File: src/rtl/cmsdk_mcu_rstseq.sv
// Reset request sequencer: merges system reset sources into one stretched episode,
// releases HRESETn then PRESETn with a stagger, and records the reset cause.
module cmsdk_mcu_rstseq #(
  parameter int HOLD_CYCLES    = 16,
  parameter int STAGGER_CYCLES = 4,
  parameter int CNT_W          = 8
) (
  input  logic       FCLK,
  input  logic       PORESETn,
  input  logic       SYSRESETREQ,
  input  logic       LOCKUP,
  input  logic       LOCKUPRESET,
  input  logic       WDOGRESREQ,
  input  logic       DBGRESETREQ,
  input  logic       CAUSECLR,
  output logic       HRESETn,
  output logic       PRESETn,
  output logic       DBGRESETn,
  output logic [3:0] RSTCAUSE,
  output logic       BUSY
);

  typedef enum logic [1:0] {ST_HOLD, ST_STAGGER, ST_RUN} state_t;

  localparam logic [CNT_W-1:0] HOLD_LOAD    = CNT_W'(HOLD_CYCLES - 1);
  localparam logic [CNT_W-1:0] STAGGER_LOAD = CNT_W'(STAGGER_CYCLES - 1);

  state_t           state, state_nxt;
  logic [CNT_W-1:0] cnt, cnt_nxt;
  logic             por_phase, por_phase_nxt;
  logic             hresetn_nxt, presetn_nxt, dbgresetn_nxt, busy_nxt;
  logic [3:0]       rstcause_nxt;
  logic [2:0]       req_bits;
  logic             req;

  always_ff @(posedge FCLK) begin
    if (!PORESETn) begin
      state     <= ST_HOLD;
      cnt       <= HOLD_LOAD;
      por_phase <= 1'b1;
      HRESETn   <= 1'b0;
      PRESETn   <= 1'b0;
      DBGRESETn <= 1'b0;
      RSTCAUSE  <= 4'b1000;
      BUSY      <= 1'b1;
    end else begin
      state     <= state_nxt;
      cnt       <= cnt_nxt;
      por_phase <= por_phase_nxt;
      HRESETn   <= hresetn_nxt;
      PRESETn   <= presetn_nxt;
      DBGRESETn <= dbgresetn_nxt;
      RSTCAUSE  <= rstcause_nxt;
      BUSY      <= busy_nxt;
    end
  end

  // Any request restarts the hold window, whatever phase the episode is in.
  always_comb begin
    req_bits      = {WDOGRESREQ, LOCKUP & LOCKUPRESET, SYSRESETREQ};
    req           = |req_bits;
    state_nxt     = state;
    cnt_nxt       = cnt;
    por_phase_nxt = por_phase;
    hresetn_nxt   = HRESETn;
    presetn_nxt   = PRESETn;

    case (state)
      ST_HOLD: begin
        if (req) begin
          cnt_nxt = HOLD_LOAD;
        end else if (cnt != '0) begin
          cnt_nxt = cnt - 1'b1;
        end else begin
          state_nxt     = ST_STAGGER;
          hresetn_nxt   = 1'b1;
          cnt_nxt       = STAGGER_LOAD;
          por_phase_nxt = 1'b0;
        end
      end
      ST_STAGGER: begin
        if (req) begin
          state_nxt   = ST_HOLD;
          hresetn_nxt = 1'b0;
          cnt_nxt     = HOLD_LOAD;
        end else if (cnt != '0) begin
          cnt_nxt = cnt - 1'b1;
        end else begin
          state_nxt   = ST_RUN;
          presetn_nxt = 1'b1;
        end
      end
      ST_RUN: begin
        if (req) begin
          state_nxt   = ST_HOLD;
          hresetn_nxt = 1'b0;
          presetn_nxt = 1'b0;
          cnt_nxt     = HOLD_LOAD;
        end
      end
      default: begin
        state_nxt   = ST_HOLD;
        hresetn_nxt = 1'b0;
        presetn_nxt = 1'b0;
        cnt_nxt     = HOLD_LOAD;
      end
    endcase

    busy_nxt = (state_nxt != ST_RUN);

    // Debug reset follows the power-on hold, then only its own request.
    dbgresetn_nxt = por_phase_nxt ? 1'b0 : ~DBGRESETREQ;

    // New request bits win over a simultaneous clear.
    rstcause_nxt = (CAUSECLR ? 4'b0000 : RSTCAUSE) | {1'b0, req_bits};
  end

endmodule

File: config.mk
export PLATFORM = sky130hd
export DESIGN_NAME = cmsdk_mcu_rstseq
export DESIGN_NICKNAME = d
export VERILOG_FILES = /design/src/rtl/cmsdk_mcu_rstseq.sv
export SDC_FILE = /design/constraint.sdc
export NUM_CORES = 1
export LEC_CHECK = 0
export BUFFER_PORTS_ARGS = -buffer_cell sky130_fd_sc_hd__buf_2
export CORE_MARGIN = 2
export CORE_UTILIZATION = 43
export DETAILED_ROUTE_END_ITERATION = 10
export GPL_ROUTABILITY_DRIVEN = 0
export GPL_TIMING_DRIVEN = 0
export PLACE_DENSITY = 0.6
export SYNTH_ARGS = -nofsm -noshare
export SYNTH_HDL_FRONTEND = slang
export SYNTH_SLANG_ARGS = --single-unit
export TNS_END_PERCENT = 10
File: constraint.sdc
create_clock -name FCLK -period 2.15 [get_ports FCLK]
set_clock_uncertainty 0.1 [all_clocks]
set_input_delay 0.215 -clock FCLK [delete_from_list [all_inputs] [get_ports FCLK]]
set_output_delay 0.215 -clock FCLK [all_outputs]
set_load 0.02 [all_outputs]
==> results by group <==
Global route
  – Total GRT Usage: 0.193
  – Vias in the first global route: 963
  – Initial antenna violation count: 0
  – GRT Residual Overflow: 0
  – First-pass GRT wire length: 4040 um
  – Largest net degree at the start of global routing: 11

Layout
  – Most common cell after layout, fill and taps aside: dfxtp_1
  – Layout cells sized above 1: 0.234
  – Final net count: 160
  – Area growth syn-to-layout: 15.3%
  – Post-layout util: 0.509
  – Commonest cells after routing, fill and taps aside: dfxtp_1, buf_2, nor2_1
  – Layout Cells excl Fill: around 180
  – N_diodes: 0

Logic synthesis
  – Post-synth top flop: dfxtp_1
  – Count of different cell masters after synthesis: 44
  – Post-synthesis async set-or-reset flop share: 0
  – #FFs+latches synth: 19
  – Post-synth top area share: 0.358
  – Mux cell area share after synthesis: 0
  – Number of synthesized flops with an enable pin: 0
  – Register area share after synthesis: 0.358
  – Synthesized area: ~0.0011 mm2
  – Post-synthesis xor/xnor area fraction: 0.0165
  – Syn Area/Cell: between 8 and 9 um2
  – Main combinational cell family by area after synthesis: simple AND/OR/NAND/NOR gates
  – Adder-Cell Fraction of Synth Area: 0.0706
  – Largest area contributor in the netlist: dfxtp_1
  – Synthesized Nets: 138
  – Synth warnings: 0
  – Synth Area in Simple Gates: 0.285
  – Post-synthesis cell count: ~120
  – Top post-synthesis cells by area: dfxtp_1, ha_1, nor2_1
  – Synth Area in Compound Gates: 0.224

Placed design
  – Buffers on Ports: 15
  – Detailed Place HPWL: 1770 um
  – Post-Place Cells: between 150 and 200

Status
  – Status: completed

Routing
  – DRC Markers: 0
  – DRT antenna net count: 0
  – Drt pass-1 iters: 4
  – Routed WL: between 2000 and 2500 um
  – Drt via density: around 5.6
  – DR vias: just under 1,000
  – DR WL/cell: between 10 and 15 um
  – First-iteration detailed-routing DRC count: 20

Clocking
  – CTS tree: done
  – TritonCTS Buffers: 3
  – Skew-Pair Late Insertion Delay: 290 ps
  – Clock slew at reported path FFs: roughly 100 ps
  – Longest Clk Path Bufs: 2
  – Clk sinks: 19
  – Clk root buf: clkbuf_4
  – H-tree levels: 1

Setup path
  – CP Cell Sequence: inv_1 > ha_1 > nor4b_4 > nand2_2 > nand3_2 > a221oi_2 > or4_1
  – WP data arrival: about 2100 ps
  – WS Path Type: flip-flop to flip-flop
  – Crit end category: flip-flop
  – CP Max Fanout: 6
  – WP data required: 2230 ps
  – CP peak stage delay: 500 ps
  – Slowest cell on crit path: or4_1
  – CP Launch Type: flip-flop
  – Worst R2R Path Depth: 7

STA
  – Worst-margin pin slew: 474 ps
  – WHS: around 32 ps
  – Min cycle time layout: 2030 ps
  – Pins Over Slew Limit: 0
  – Fin. Hold Viols: 0
  – Final Cycle Share: 0.943
  – RSZ-0062 raised after global routing: true
  – Final setup violation count: 0
  – Max Freq: approximately 490 MHz
  – Max-slew headroom: 0.684
  – TNS Setup: 0 ps

Worst hold path
  – Worst Hold Class: input port to flip-flop
  – Hold Path Stages: 2

Floorplan
  – # rows: 18
  – Initial Util: 0.441
  – Core area: around 0.0024 mm2
  – Die H: 53.7 um
  – IO Pins: 16
  – DIE AREA: approximately 0.0029 mm2
  – Die width: 53.7 um

Run
  – Max-cap violations: 0

Power
  – VDD IR-drop max: 349 uV
  – Leak: between 0.4 and 0.5 nW
  – Total power: 0.000587 W
  – PwrDens: between 400 and 500 mW/mm2
## what timing repair did
| item | in CTS | in global routing |
|---|---|---|
| hold endpoints to repair | 1 | 0 |
| hold buffers | 1 | 0 |
| setup buffers | 0 | 1 |
| resized for setup | 0 | 4 |
| endpoints found under the setup margin | 0 | 4 |
## cells in the mapped netlist, types with 2 or more instances
cell and count:
o32a_1 2, o21ai_0 2, nand3_1 6, and2_1 2, a21oi_1 8, nand2_1 6, o21ai_1 4, nor2_1 14
a31oi_1 4, inv_1 9, dfxtp_1 19, o21a_1 2, ha_1 6, and2_2 2, nor3_1 7, nor2b_1 3
## path summary, 6_finish.rpt
kind	from	end	slack [ps]
worst min-delay path	CAUSECLR	RSTCAUSE[3]	30
worst max register to register	cnt[0]	BUSY	120
worst max-delay path	cnt[0]	BUSY	120
worst min register to register	por_phase	por_phase	360
## logic make-up after synthesis
logic type,count (synthesis)
compound gates,33
xor+xnor,2
fa+ha+maj,6
buf+inv,12
flops,19
simple gates,52
## routing by layer
| layer | track usage | share of wire |
|---|---|---|
| met3 | 0.0278 | 0.036 |
| met5 | 0 | 0 |
| met1 | 0.223 | 0.43 |
| met4 | 0.0855 | 0.014 |
| met2 | 0.348 | 0.52 |
## sequential cells by signal, indices dropped and copies added, names as in the netlist
register and cells:
HRESETn 1, PRESETn 1, BUSY 1, cnt 8, DBGRESETn 1, state 2
RSTCAUSE 4, por_phase 1
## stage by stage
stage	setup slack, ps	cell area [um2]
floorplan	276	1060
global placement	81.1	1180
detailed placement	88.3	1180
CTS	71.6	1210
global route	-22.9	1230
finish	123	1230
## final cells by class
| cell class | count | area [um2] |
|---|---|---|
| plain buffers | 3 | 16.3 |
| multi-input cells | 93 | 634 |
| fillers | 229 | 1180 |
| inverters | 9 | 33.8 |
| flip-flops and latches | 19 | 385 |
| repair buffers | 17 | 92.6 |
| clock buffers | 4 | 26.3 |
| well taps | 30 | 37.5 |
## report_power, final
part / total [W] / switching [W] / internal (W)
Sequential: 0.000360 / 0.00000305 / 0.000357
Clock: 0.000179 / 0.000107 / 0.0000722
Combinational: 0.0000481 / 0.0000290 / 0.0000190
## critical path, delay by kind of cell (launching register included)
kind	cells	cell delay, ps
buffers and inverters	1	80
AOI/OAI and AO/OA	1	70
adders and majority gates	1	140
DFF	1	370
and+or+nand+nor	4	1150
(Power assumes the default switching activity.)
